## src/rtl/frame_adaptive_target_threshold.sv

```systemverilog
// frame_adaptive_target_threshold
//
// Purpose:
//   Consumes the max-surrounding-mean contrast stream and marks target pixels.
//   A pixel is a target when its value is strictly above the active threshold.
//   Each frame, the block records the frame maximum, its (x,y) position and the
//   number of marked pixels. It then derives the threshold for the next frame
//   as max * P_K_NUM >> P_K_SHIFT, saturated to P_DATA_WIDTH bits.
//
// Optional feature (macro THRESH_FLOOR_EN):
//   When defined, the derived threshold is never allowed below P_THRESH_FLOOR.
//   This keeps flat frames from producing a near-zero threshold. When the
//   macro is undefined there is no floor and P_THRESH_FLOOR has no effect.
//
// Ports:
//   i_clk         clock
//   i_rst         synchronous active-high reset
//   i_v_sync      frame active
//   i_h_sync      pixel valid within line
//   i_data        contrast value
//   o_v_sync      i_v_sync delayed 1 cycle
//   o_h_sync      i_h_sync delayed 1 cycle
//   o_target      pixel above threshold, aligned with o_h_sync
//   o_threshold   threshold currently applied
//   o_frame_done  one-cycle pulse while the frame statistics below update
//   o_frame_max   last frame maximum
//   o_max_x       column of last frame maximum
//   o_max_y       row of last frame maximum
//   o_target_cnt  target pixels in last frame
//
// FSM states:
//   state       | meaning
//   S_WAIT_LOW  | after reset, skip any partial frame until v_sync is low
//   S_IDLE      | vertical blank, waiting for the next frame
//   S_ACTIVE    | frame in progress, accumulating max / target count
//   S_CALC      | one cycle: derive the candidate threshold from the max
//   S_UPDATE    | one cycle: frame_done visible, shadow threshold updated
module frame_adaptive_target_threshold #(
    parameter int P_DATA_WIDTH = 32,
    parameter int P_IMG_WIDTH  = 640,
    parameter int P_IMG_HEIGHT = 512,
    parameter int P_K_NUM      = 3,
    parameter int P_K_SHIFT    = 2,
    parameter logic [P_DATA_WIDTH-1:0] P_INIT_THRESHOLD = {P_DATA_WIDTH{1'b1}},
    parameter int P_THRESH_FLOOR = 16
) (
    input  logic                                           i_clk,
    input  logic                                           i_rst,
    input  logic                                           i_v_sync,
    input  logic                                           i_h_sync,
    input  logic [P_DATA_WIDTH-1:0]                        i_data,
    output logic                                           o_v_sync,
    output logic                                           o_h_sync,
    output logic                                           o_target,
    output logic [P_DATA_WIDTH-1:0]                        o_threshold,
    output logic                                           o_frame_done,
    output logic [P_DATA_WIDTH-1:0]                        o_frame_max,
    output logic [$clog2(P_IMG_WIDTH)-1:0]                 o_max_x,
    output logic [$clog2(P_IMG_HEIGHT)-1:0]                o_max_y,
    output logic [$clog2(P_IMG_WIDTH*P_IMG_HEIGHT+1)-1:0]  o_target_cnt
);

    localparam int DW = P_DATA_WIDTH;
    localparam int PW = P_DATA_WIDTH + 8;
    localparam int XW = $clog2(P_IMG_WIDTH);
    localparam int YW = $clog2(P_IMG_HEIGHT);
    localparam int CW = $clog2(P_IMG_WIDTH*P_IMG_HEIGHT+1);
    localparam logic [XW-1:0] X_MAX = XW'(P_IMG_WIDTH - 1);
    localparam logic [YW-1:0] Y_MAX = YW'(P_IMG_HEIGHT - 1);

    if (P_K_NUM < 1 || P_K_NUM > 255 || P_K_SHIFT < 0 || P_K_SHIFT > 15 ||
        P_THRESH_FLOOR < 0) begin : g_bad_param
        $error("frame_adaptive_target_threshold: parameter out of range");
    end

    typedef enum logic [2:0] {
        S_WAIT_LOW,
        S_IDLE,
        S_ACTIVE,
        S_CALC,
        S_UPDATE
    } state_t;

    state_t          state;
    logic            v_d;
    logic            h_d;
    logic [XW-1:0]   x_cnt;
    logic [YW-1:0]   y_cnt;
    logic [DW-1:0]   run_max;
    logic [XW-1:0]   run_x;
    logic [YW-1:0]   run_y;
    logic            seen;
    logic [CW-1:0]   run_cnt;
    logic [DW-1:0]   thr_active;
    logic [DW-1:0]   thr_shadow;
    logic [DW-1:0]   thr_calc;
    logic            rise_pend;

    logic            valid;
    logic            v_rise;
    logic            v_fall;
    logic            h_fall;
    logic            load_thr;
    logic            acc_clear;
    logic            acc_en;
    logic [DW-1:0]   thr_cmp;
    logic            hit;
    logic [DW-1:0]   base_max;
    logic [XW-1:0]   base_x;
    logic [YW-1:0]   base_y;
    logic            base_seen;
    logic [CW-1:0]   base_cnt;
    logic [PW-1:0]   prod;
    logic [PW-1:0]   prod_shift;
    logic [DW-1:0]   r_sat;
    logic [DW-1:0]   r_final;

    assign valid  = i_v_sync & i_h_sync;
    assign v_rise = i_v_sync & ~v_d;
    assign v_fall = ~i_v_sync & v_d;
    assign h_fall = ~i_h_sync & h_d;

    assign o_v_sync    = v_d;
    assign o_h_sync    = h_d;
    assign o_threshold = thr_active;

    always_comb begin
        load_thr  = (state == S_IDLE) && v_rise;
        // A frame that starts during CALC/UPDATE (short blank) keeps the old
        // threshold. Its accumulators are cleared as UPDATE hands over to ACTIVE.
        acc_clear = load_thr || ((state == S_UPDATE) && (rise_pend || v_rise));
        acc_en    = (state == S_ACTIVE) || acc_clear;
        // The first pixel of a frame may coincide with the threshold load, so
        // it is compared against the value being loaded.
        thr_cmp   = load_thr ? thr_shadow : thr_active;
        hit       = valid && (i_data > thr_cmp);

        base_max  = acc_clear ? '0   : run_max;
        base_x    = acc_clear ? '0   : run_x;
        base_y    = acc_clear ? '0   : run_y;
        base_seen = acc_clear ? 1'b0 : seen;
        base_cnt  = acc_clear ? '0   : run_cnt;

        prod       = PW'(run_max) * PW'(P_K_NUM);
        prod_shift = prod >> P_K_SHIFT;
        r_sat      = (|prod_shift[PW-1:DW]) ? {DW{1'b1}} : prod_shift[DW-1:0];
        r_final    = r_sat;
`ifdef THRESH_FLOOR_EN
        if (r_sat < DW'(P_THRESH_FLOOR)) begin
            r_final = DW'(P_THRESH_FLOOR);
        end
`else
        r_final = r_sat;
`endif
    end

    always_ff @(posedge i_clk) begin
        if (i_rst) begin
            state        <= S_WAIT_LOW;
            v_d          <= 1'b0;
            h_d          <= 1'b0;
            o_target     <= 1'b0;
            x_cnt        <= '0;
            y_cnt        <= '0;
            run_max      <= '0;
            run_x        <= '0;
            run_y        <= '0;
            seen         <= 1'b0;
            run_cnt      <= '0;
            thr_active   <= P_INIT_THRESHOLD;
            thr_shadow   <= P_INIT_THRESHOLD;
            thr_calc     <= '0;
            rise_pend    <= 1'b0;
            o_frame_done <= 1'b0;
            o_frame_max  <= '0;
            o_max_x      <= '0;
            o_max_y      <= '0;
            o_target_cnt <= '0;
        end else begin
            v_d      <= i_v_sync;
            h_d      <= i_h_sync;
            o_target <= hit;

            if (!i_v_sync || h_fall) begin
                x_cnt <= '0;
            end else if (valid && (x_cnt != X_MAX)) begin
                x_cnt <= x_cnt + XW'(1);
            end

            if (!i_v_sync) begin
                y_cnt <= '0;
            end else if (h_fall && (y_cnt != Y_MAX)) begin
                y_cnt <= y_cnt + YW'(1);
            end

            if (acc_en) begin
                seen <= base_seen | valid;
                if (valid && (i_data > base_max)) begin
                    run_max <= i_data;
                    run_x   <= x_cnt;
                    run_y   <= y_cnt;
                end else begin
                    run_max <= base_max;
                    run_x   <= base_x;
                    run_y   <= base_y;
                end
                if (hit && !(&base_cnt)) begin
                    run_cnt <= base_cnt + CW'(1);
                end else begin
                    run_cnt <= base_cnt;
                end
            end

            o_frame_done <= 1'b0;

            case (state)
                S_WAIT_LOW: begin
                    if (!i_v_sync) begin
                        state <= S_IDLE;
                    end
                end
                S_IDLE: begin
                    if (v_rise) begin
                        state      <= S_ACTIVE;
                        thr_active <= thr_shadow;
                    end
                end
                S_ACTIVE: begin
                    if (v_fall) begin
                        state <= S_CALC;
                    end
                end
                S_CALC: begin
                    // Statistics and the done pulse are registered here, so they
                    // are visible together for the single UPDATE cycle.
                    thr_calc     <= r_final;
                    rise_pend    <= v_rise;
                    o_frame_done <= 1'b1;
                    if (seen) begin
                        o_frame_max  <= run_max;
                        o_max_x      <= run_x;
                        o_max_y      <= run_y;
                        o_target_cnt <= run_cnt;
                    end else begin
                        o_frame_max  <= '0;
                        o_max_x      <= '0;
                        o_max_y      <= '0;
                        o_target_cnt <= '0;
                    end
                    state <= S_UPDATE;
                end
                S_UPDATE: begin
                    if (seen) begin
                        thr_shadow <= thr_calc;
                    end
                    rise_pend <= 1'b0;
                    state     <= (rise_pend || v_rise) ? S_ACTIVE : S_IDLE;
                end
                default: state <= S_WAIT_LOW;
            endcase
        end
    end

endmodule

```

## config.mk

```make
export PLATFORM = sky130hd
export DESIGN_NAME = frame_adaptive_target_threshold
export DESIGN_NICKNAME = d
export VERILOG_FILES = /design/src/rtl/frame_adaptive_target_threshold.sv
export SDC_FILE = /design/constraint.sdc
export NUM_CORES = 1
export LEC_CHECK = 0
export BUFFER_PORTS_ARGS = -buffer_cell sky130_fd_sc_hd__buf_2
export CORE_MARGIN = 2
export CORE_UTILIZATION = 30
export DETAILED_ROUTE_END_ITERATION = 8
export GPL_TIMING_DRIVEN = 0
export SLEW_MARGIN = 5
export SYNTH_ARGS = -nofsm -noshare
export SYNTH_HDL_FRONTEND = slang
export SYNTH_SLANG_ARGS = --single-unit
```

## constraint.sdc

```tcl
create_clock -name i_clk -period 3.3 [get_ports i_clk]
set_input_delay 0.165 -clock i_clk [delete_from_list [all_inputs] [get_ports i_clk]]
set_output_delay 0.165 -clock i_clk [all_outputs]
set_load 0.05 [all_outputs]
```

==> impl_metrics.toml, run 1 <==
[die]
io_pins = 142
core_sq_um = 41800
die_width_um = 209
rows = 75
die_h_um = 209
start_util_pct = 30.2
die_area_sq_um = 43800

[sta]
min_period_over_period_pct = 114
maxSlewViolCount = 0
achievable-frequency_ghz = 0.267
layout_setup_ws_ps = -452
fin_crit_ps = 3750
worstMarginPinSlew_ps = 1010
grt_setup_unrepaired = "yes"
finalHoldViolations = 0
slew-limit-headroom_pct = 32.9
skew_ps = 10.6
timing.final.setup_violations = 71

[grt]
gr-total-overflow = 0
grt_max_degree = 16
grt_pass1_wl_mm = 64.4
grt_usage_pct = 18.5
first_global_vias = 11300
antenna_found_initial = 0

[setup_path]
critical_path_buf_inv_count = 6
end_kind = "flop"
critPathMaxFanout = 5
reg2reg_depth = 19
cpPeakStageDelay_ps = 340
cp-start-kind = "flop"
slowest_stage = "dfxtp_4"
critical_path_depth = 19
worstPathArrival_ps = 4270
worst_ep_required_time_ps = 3820
crit_family = "compound AO/OA/AOI/OAI gates"
path_cells = "and2b_2 > nor2_2 > o31a_4 > clkbuf_16 > clkbuf_16 > nand2_1 > ha_1 > a21o_1 > a21o_1 > a211oi_1 > o21bai_1 > a31oi_4 > a21boi_4 > buf_12 > o22ai_4 > buf_12 > buf_8 > buf_8 > a32o_1"
crit_type = "reg2reg"

[synthesis]
synth_fp_nets = 1511
synth.largest_area_cell = "dfxtp_1"
synth_enable_flop_cells = 0
synthesis.area_sq_um = 12600
synthFlopType = "dfxtp_1"
synth-async-reset-ratio_pct = 0
synth.top_cell.area_share_pct = 41.8
synth_cell_types = 83
synth_commonest_cells = "dfxtp_1, nand2_1, ha_1, a21oi_1, a22o_1"
yosysMostFrequentCell = "dfxtp_1"
syn_inst = 1374
ys_seq_elements = 264
seq_area_frac_synth_pct = 41.8
ys_top_cells_by_area = "dfxtp_1, ha_1, nand2_1"
synth_warnings = 0
synth_area_per_cell_sq_um = 9.19

[drt]
wl_per_cell_um = 19.2
drt_iter0_drc = 919
postRouteAntennaNets = 0
via_per_inst = 5.33
firstDrtPassIters = 5
wl_mm = 42.2
vias = 11700
drc = 0

[place]
dp_cells = 2053
routabilityCongestion = 0.914
post-dp-hpwl_mm = 29.7
placed_cell_area_sq_um = 14100
numPortBuffers = 140

[layout]
nets = 1774
syn_to_final_growth_pct = 34.6
stdcell_area_sq_um = 17000
drive_above_1_share_pct = 22.9
fill_cells = 4043
fin_cells = 2200
diodes = 0

[pwr]
leakage_nw = 7.15
fin_total_pwr_w = 0.00739
power_density_nw_per_um2 = 435
vdd_drop_max_uv = 412

[min_path]
whs_path_depth = 4
hp-class = "in2reg"

[clock_tree]
cts.reportedPaths.clkPinSlew_ps = 60
cts_sinks = 264
cts_max_level = 1
cts_made_buffers = 30
clock-root-buffer = "clkbuf_16"
clock_latency_ps = 580
cts_buffer_depth = 3
cts_tree = "done"

[status]
status = "finished, violations left"
violations = "negative setup slack"

[flow_run]
drv_cap = 0
==> per-stage QoR <==
stage / TNS (ps) / hold slack (ps) / util (%) / setup WS, ps
2_1_floorplan: -2750 / 293 / - / -67.6
3_3_place_gp: -64210 / 422 / 33.8 / -1180
3_5_place_dp: -66010 / 428 / 33.8 / -1220
4_1_cts: -17310 / 7.05 / 39.2 / -309
5_1_grt: -29530 / 31.9 / 40.7 / -547
6_report: -22830 / 27.8 / 40.7 / -452
==> sequential cells by signal, summed over array words and instances, names as in the netlist <==
name          cells
o_target          1
o_h_sync          1
x_cnt            10
rise_pend         1
run_y             9
seen              1
o_threshold      32
thr_calc         32
o_frame_max      32
run_x            10
run_max          32
o_frame_done      1
state             3
o_v_sync          1
o_target_cnt     19
y_cnt             9
thr_shadow       32
o_max_y           9
run_cnt          19
o_max_x          10
==> area by class of cell <==
class | count | area [sq um] | share of cell area (%)
multi-input combinational | 1011 | 7610 | 44.8
sequential | 264 | 5290 | 31.1
timing repair buffer | 233 | 1770 | 10.4
clock buffer | 40 | 818 | 4.81
tap | 539 | 674 | 3.97
buffer | 73 | 541 | 3.18
clock inverter | 16 | 204 | 1.20
inverter | 24 | 90.1 | 0.530
==> where the power goes <==
part | switching [W] | internal, W | leakage (nW)
logic | 0.000401 | 0.000305 | 4.52
clock network | 0.00140 | 0.00206 | 0.499
registers | 0.0000220 | 0.00320 | 2.13
==> final timing paths <==
| path | from | endpoint | slack, ps |
|---|---|---|---|
| worst max-delay path | o_v_sync | run_max[14] | -450 |
| worst min-delay path | i_v_sync | state[0] | 30 |
| worst max register to register | o_v_sync | run_max[14] | -450 |
| worst min register to register | thr_calc[5] | thr_calc[5] | 460 |
==> cells in the final DEF (no fill, tap or decap), drive strengths merged, types with 6 or more instances in the layout <==
cell type / n
nand4: 32
nor2b: 12
a21o: 27
clkbuf: 92
a31oi: 9
o21a: 7
and3: 16
o21ai: 40
a31o: 22
o211ai: 7
nand2: 217
buf: 221
a21oi: 89
a22o: 79
xnor2: 17
dfxtp: 264
inv: 24
a211oi: 11
nor3: 17
nor2: 60
ha: 100
or3: 6
a32o: 34
clkinv: 10
nand2b: 10
and2: 12
dlygate4sd3: 33
nand3: 59
mux2i: 35
xor2: 19
==> layer usage <==
layer	share of wire [%]	GRT usage [%]	wire length (um)	vias up
li1	-	-	-	5604
met1	43	24.4	18200	5706
met4	2.7	5.47	1120	0
met3	6.6	3.41	2810	69
met2	47	30.9	20000	353
met5	0	0	0	-
==> kinds of logic after synthesis <==
logic type | count (synthesis) | share of synthesized area (%)
AND/OR/NAND/NOR | 464 | 17.3
AO/OA/AOI/OAI | 374 | 22.3
flip-flops | 264 | 41.8
adder cells (fa/ha/maj) | 101 | 10.1
buffers and inverters | 99 | 3.13
XOR/XNOR | 36 | 2.50
multiplexers | 36 | 2.86
==> repair_timing <==
item | 4_1_cts | 5_1_grt
setup endpoints to repair | 71 | 71
pin swaps | 43 | 43
buffers inserted | 36 | 16
endpoints found under the hold margin | 33 | 0
cloned | 6 | 4
resized for setup | 103 | 91
hold buffers | 33 | 0
==> worst register-to-register path: cells and delay by family, from the launching register on <==
| family | cells | cell delay (ps) |
|---|---|---|
| compound gates | 9 | 1690 |
| fa+ha+maj | 1 | 300 |
| simple gates | 3 | 510 |
| flops | 1 | 340 |
| buf+inv | 6 | 860 |
No activity file was read; power rests on OpenSTA's default activity.
==> run 2, diff against run 1 <==
TNS_END_PERCENT = 50   (was unset)
==> impl_metrics.toml, run 2 (same netlist as run 1, synthesis figures left out) <==
[status]
status = "finished, violations left"
violations = "negative setup slack"

[layout]
nets = 1757
fin_cells = 2183
syn_to_final_growth_pct = 33.5
layout_commonest_cell = "dfxtp_1"
drive_above_1_share_pct = 22.3
fill_cells = 4069
layout_common_cells = "dfxtp_1, nand2_1, buf_2, ha_1, a22o_1"
diodes = 0
stdcell_area_sq_um = 16900
utilization_pct = 40.4

[drt]
wl_met1_mm = 18.4
firstDrtPassIters = 5
wl_mm = 40.9
drt_iter0_drc = 855
via_per_inst = 5.31
wl_met3_mm = 2.38
drc = 0
wl_met2_mm = 19.0
postRouteAntennaNets = 0
top_layer_used = "met4"
vias = 11600
wl_per_cell_um = 18.7

[place]
place_ws_ps = -1250
post-dp-hpwl_mm = 29.6
dp_cells = 2053
placed_cell_area_sq_um = 14100
numPortBuffers = 140
routabilityCongestion = 0.910

[sta]
finalHoldViolations = 0
timing.final.setup_violations = 69
worstMarginPinSlew_ps = 1030
achievable-frequency_ghz = 0.275
fin_crit_ps = 3630
timing.hold.ws_ps = 25.8
skew_ps = 17.2
min_period_over_period_pct = 110
layout_setup_ws_ps = -331
grt_setup_unrepaired = "yes"
maxSlewViolCount = 0
slew-limit-headroom_pct = 31.4

[grt]
grt_usage_pct = 18.1
grt_pass1_wl_mm = 63.2
grt_max_degree = 16
gr-total-overflow = 0
antenna_found_initial = 0
first_global_vias = 11300

[die]
core_sq_um = 41800
io_pins = 142
rows = 75
die_h_um = 209
start_util_pct = 30.2
die_area_sq_um = 43800
die_width_um = 209

[setup_path]
worst_ep_required_time_ps = 3800
rrSetupSlack_ps = -330
r2r_end = "run_cnt[12]"
critPathMaxFanout = 6
reg2reg_depth = 16
crit_type = "reg2reg"
cp-startpoint = "o_v_sync"
cp-start-kind = "flop"
worstPathArrival_ps = 4130
worstReg2RegStart = "o_v_sync"
end_kind = "flop"

[clock_tree]
cts_sinks = 264
cts_max_level = 1
cts_made_buffers = 30
cts_buffer_depth = 3
cts.reportedPaths.clkPinSlew_ps = 60
clock-root-buffer = "clkbuf_16"
clock_latency_ps = 580
cts_tree = "done"

[pwr]
power_density_nw_per_um2 = 444
leakage_nw = 7.11
vdd_drop_max_uv = 390

[flow_run]
drv_cap = 0

[min_path]
hp-class = "in2reg"
whs_path_depth = 4
whs_endpoint = "state[0]"
hp-start = "i_v_sync"
## run 2: cell types whose count changed in the layout (fill, tap and decap cells not counted), sizes merged
| cell | before | now |
|---|---|---|
| clkinvlp | 2 | 1 |
| buf | 221 | 201 |
| bufinv | 4 | 5 |
| clkbuf | 92 | 90 |
| inv | 24 | 25 |
| clkinv | 10 | 14 |
## run 2: worst max-delay path: stages, from the launching register on
cell and delay (ps):
dfxtp_4 340, and2b_2 260, nand3b_1 100, buf_6 150, buf_12 150, buf_12 150, mux2i_4 190, ha_4 270
nand4_1 170, nor4_4 350, and2_4 230, o31ai_4 90, a31oi_4 220, buf_12 150, nand3_2 90, or4_4 500
a21oi_2 130
## run 2: what timing repair did
item / 4_1_cts / 5_1_grt
pin swaps: 26 / 62
buffers inserted: 24 / 10
gates cloned: 5 / 5
hold buffers: 33 / 0
setup endpoints to repair: 71 / 72
gates resized for setup: 75 / 105
endpoints found under the hold margin: 33 / 0
## run 2: where the power goes
part	internal, W	switching [W]
Clock	0.00217	0.00143
Combinational	0.000279	0.000381
Sequential	0.00320	0.0000209
Total	0.00565	0.00183
## run 2: final cells by class
type | instances | area [sq um] | share of cell area [%]
plain buffers | 73 | 558 | 3.31
clock buffers | 35 | 820 | 4.86
clock inverters | 21 | 255 | 1.51
inverters | 24 | 90.1 | 0.534
multi-input cells | 1011 | 7590 | 45.0
flip-flops and latches | 264 | 5290 | 31.4
well taps | 539 | 674 | 4.00
repair buffers | 216 | 1580 | 9.37
## run 2: per-layer routing
layer	vias up	GRT usage (%)
met2	322	30.1
li1	5573	-
met5	-	0
met1	5631	23.6
met4	0	6.33
met3	70	3.32
## run 2: worst max path at each step
stage / to / slack [ps]
3_3_place_gp: run_max[13] / -1230
2_1_floorplan: run_x[0] / -70
4_1_cts: run_x[3] / -390
3_5_place_dp: run_max[15] / -1250
6_report: run_cnt[12] / -330
5_1_grt: run_cnt[12] / -450
## run 2: metrics by stage
step                total power, W  setup TNS (ps)
CTS                        0.00746          -20490
global route               0.00772          -25280
floorplan                  0.00357           -2930
finish                     0.00748          -16680
detailed placement         0.00375          -69070
global placement           0.00374          -68600
==> run 3, diff against run 2 <==
CAP_MARGIN = 5   (was unset)
CORE_MARGIN = unset   (was 2)
CTS_CLUSTER_SIZE = 10   (was unset)
==> impl_metrics.toml, run 3 (same netlist as run 1, synthesis figures left out) <==
[die]
rows = 74
core_sq_um = 41200
die_h_um = 207
die_area_sq_um = 42900
io_pins = 142
start_util_pct = 30.7
die_width_um = 207

[drt]
postRouteAntennaNets = 0
wl_mm = 40.9
drc = 0
wl_per_cell_um = 18.8
via_per_inst = 5.30
vias = 11500
firstDrtPassIters = 6
drt_iter0_drc = 852

[setup_path]
crit_type = "reg2reg"
worst_ep_required_time_ps = 3690
worstPathArrival_ps = 4060
cp-start-kind = "flop"
critPathMaxFanout = 10
end_kind = "flop"

[pwr]
vdd_drop_max_uv = 272
leakage_nw = 7.01
power_density_nw_per_um2 = 439

[grt]
grt_usage_pct = 18.4
gr-total-overflow = 0
first_global_vias = 11300
grt_pass1_wl_mm = 63.2
antenna_found_initial = 1
grt_max_degree = 12

[sta]
slew-limit-headroom_pct = 33.2
fin_crit_ps = 3670
maxSlewViolCount = 0
min_period_over_period_pct = 111
layout_setup_ws_ps = -368
timing.final.setup_violations = 70
skew_ps = 30.1
timing.hold.ws_ps = 8.64
finalHoldViolations = 0
worstMarginPinSlew_ps = 1000
achievable-frequency_ghz = 0.273
grt_setup_unrepaired = "yes"

[place]
post-dp-hpwl_mm = 29.5
routabilityCongestion = 0.918
place_ws_ps = -1460
placed_cell_area_sq_um = 14100
numPortBuffers = 140

[layout]
syn_to_final_growth_pct = 32.4
drive_above_1_share_pct = 21.9
nets = 1764
diodes = 0
stdcell_area_sq_um = 16700
layout_commonest_cell = "dfxtp_1"
layout_common_cells = "dfxtp_1, nand2_1, buf_2, ha_1, a21oi_1"

[status]
violations = "negative setup slack"
status = "finished, violations left"

[clock_tree]
clock_latency_ps = 520
cts_tree = "done"
cts_max_level = 2
cts_sinks = 264
clock-root-buffer = "clkbuf_16"
cts_made_buffers = 34
cts.reportedPaths.clkPinSlew_ps = 50
cts_buffer_depth = 3

[min_path]
hp-class = "in2reg"

[flow_run]
drv_cap = 0
-- run 3: cell types whose count changed in the layout (fill, tap and decap cells not counted), sizes merged --
cell and change:
buf +6, clkinvlp -1, clkbuf +5, bufinv -3, clkinv -13, dlygate4sd3 -2, inv +1
-- run 3: layout make-up --
class / count / area (sq um)
fillers: 4042 / 24500
multi-input cells: 1011 / 7630
flip-flops and latches: 264 / 5290
repair buffers: 218 / 1500
clock buffers: 41 / 928
well taps: 532 / 666
plain buffers: 74 / 532
inverters: 24 / 90.1
clock inverters: 5 / 82.6
-- run 3: through the flow --
step | util, % | cells | setup TNS, ps | power, W
CTS | 39.0 | 2152 | -15410 | 0.00735
global placement | 34.2 | 2046 | -78150 | 0.00374
detailed placement | 34.2 | 2046 | -80720 | 0.00375
global route | 40.6 | 2169 | -27160 | 0.00758
finish | 40.6 | 2169 | -20780 | 0.00735
floorplan | - | 1374 | -2930 | 0.00357
-- run 3: what timing repair did --
| item | 4_1_cts | 5_1_grt |
|---|---|---|
| endpoints found under the setup margin | 71 | 71 |
| pin swaps | 40 | 39 |
| hold buffers | 31 | 0 |
| resized for setup | 89 | 88 |
| setup buffers | 25 | 15 |
| hold endpoints to repair | 31 | 0 |
| gates cloned | 5 | 3 |
-- run 3: worst max-delay path, cell delays in order, from the launching register on --
cell and delay, ps:
dfxtp_4 340, and2b_2 240, buf_6 120, nor2_4 130
o31a_4 160, clkbuf_16 150, buf_8 140, nand2_1 60
ha_1 310, nand4_1 140, or3_4 440, nor2_4 200
o41ai_4 130, a21boi_4 250, buf_6 140, o22ai_4 60
buf_12 170, buf_8 140, a32o_1 200
-- run 3: report_power, final --
group	total (W)	leakage [nW]	switching (W)	internal, W
clock network	0.00349	0.498	0.00136	0.00212
registers	0.00323	2.13	0.0000213	0.00320
logic	0.000636	4.38	0.000377	0.000260
total	0.00735	7.01	0.00176	0.00559
-- run 3: path summary, 6_finish.rpt --
kind | start | endpoint | slack, ps | cells after the start
max | o_v_sync | run_max[16] | -370 | 18
min | i_data[25] | run_max[25] | 9 | 2
max reg2reg | o_v_sync | run_max[16] | -370 | 18
min reg2reg | thr_calc[2] | thr_calc[2] | 450 | 2
-- run 3: layer usage --
layer | share of wire (%) | vias up | global-route usage [%] | wire length (um)
met5 | 0.027 | - | 0 | 11
met4 | 2.7 | 2 | 5.35 | 1120
met3 | 6.0 | 83 | 3.91 | 2470
met2 | 47 | 307 | 30.7 | 19000
met1 | 45 | 5525 | 23.8 | 18200
li1 | - | 5571 | - | -
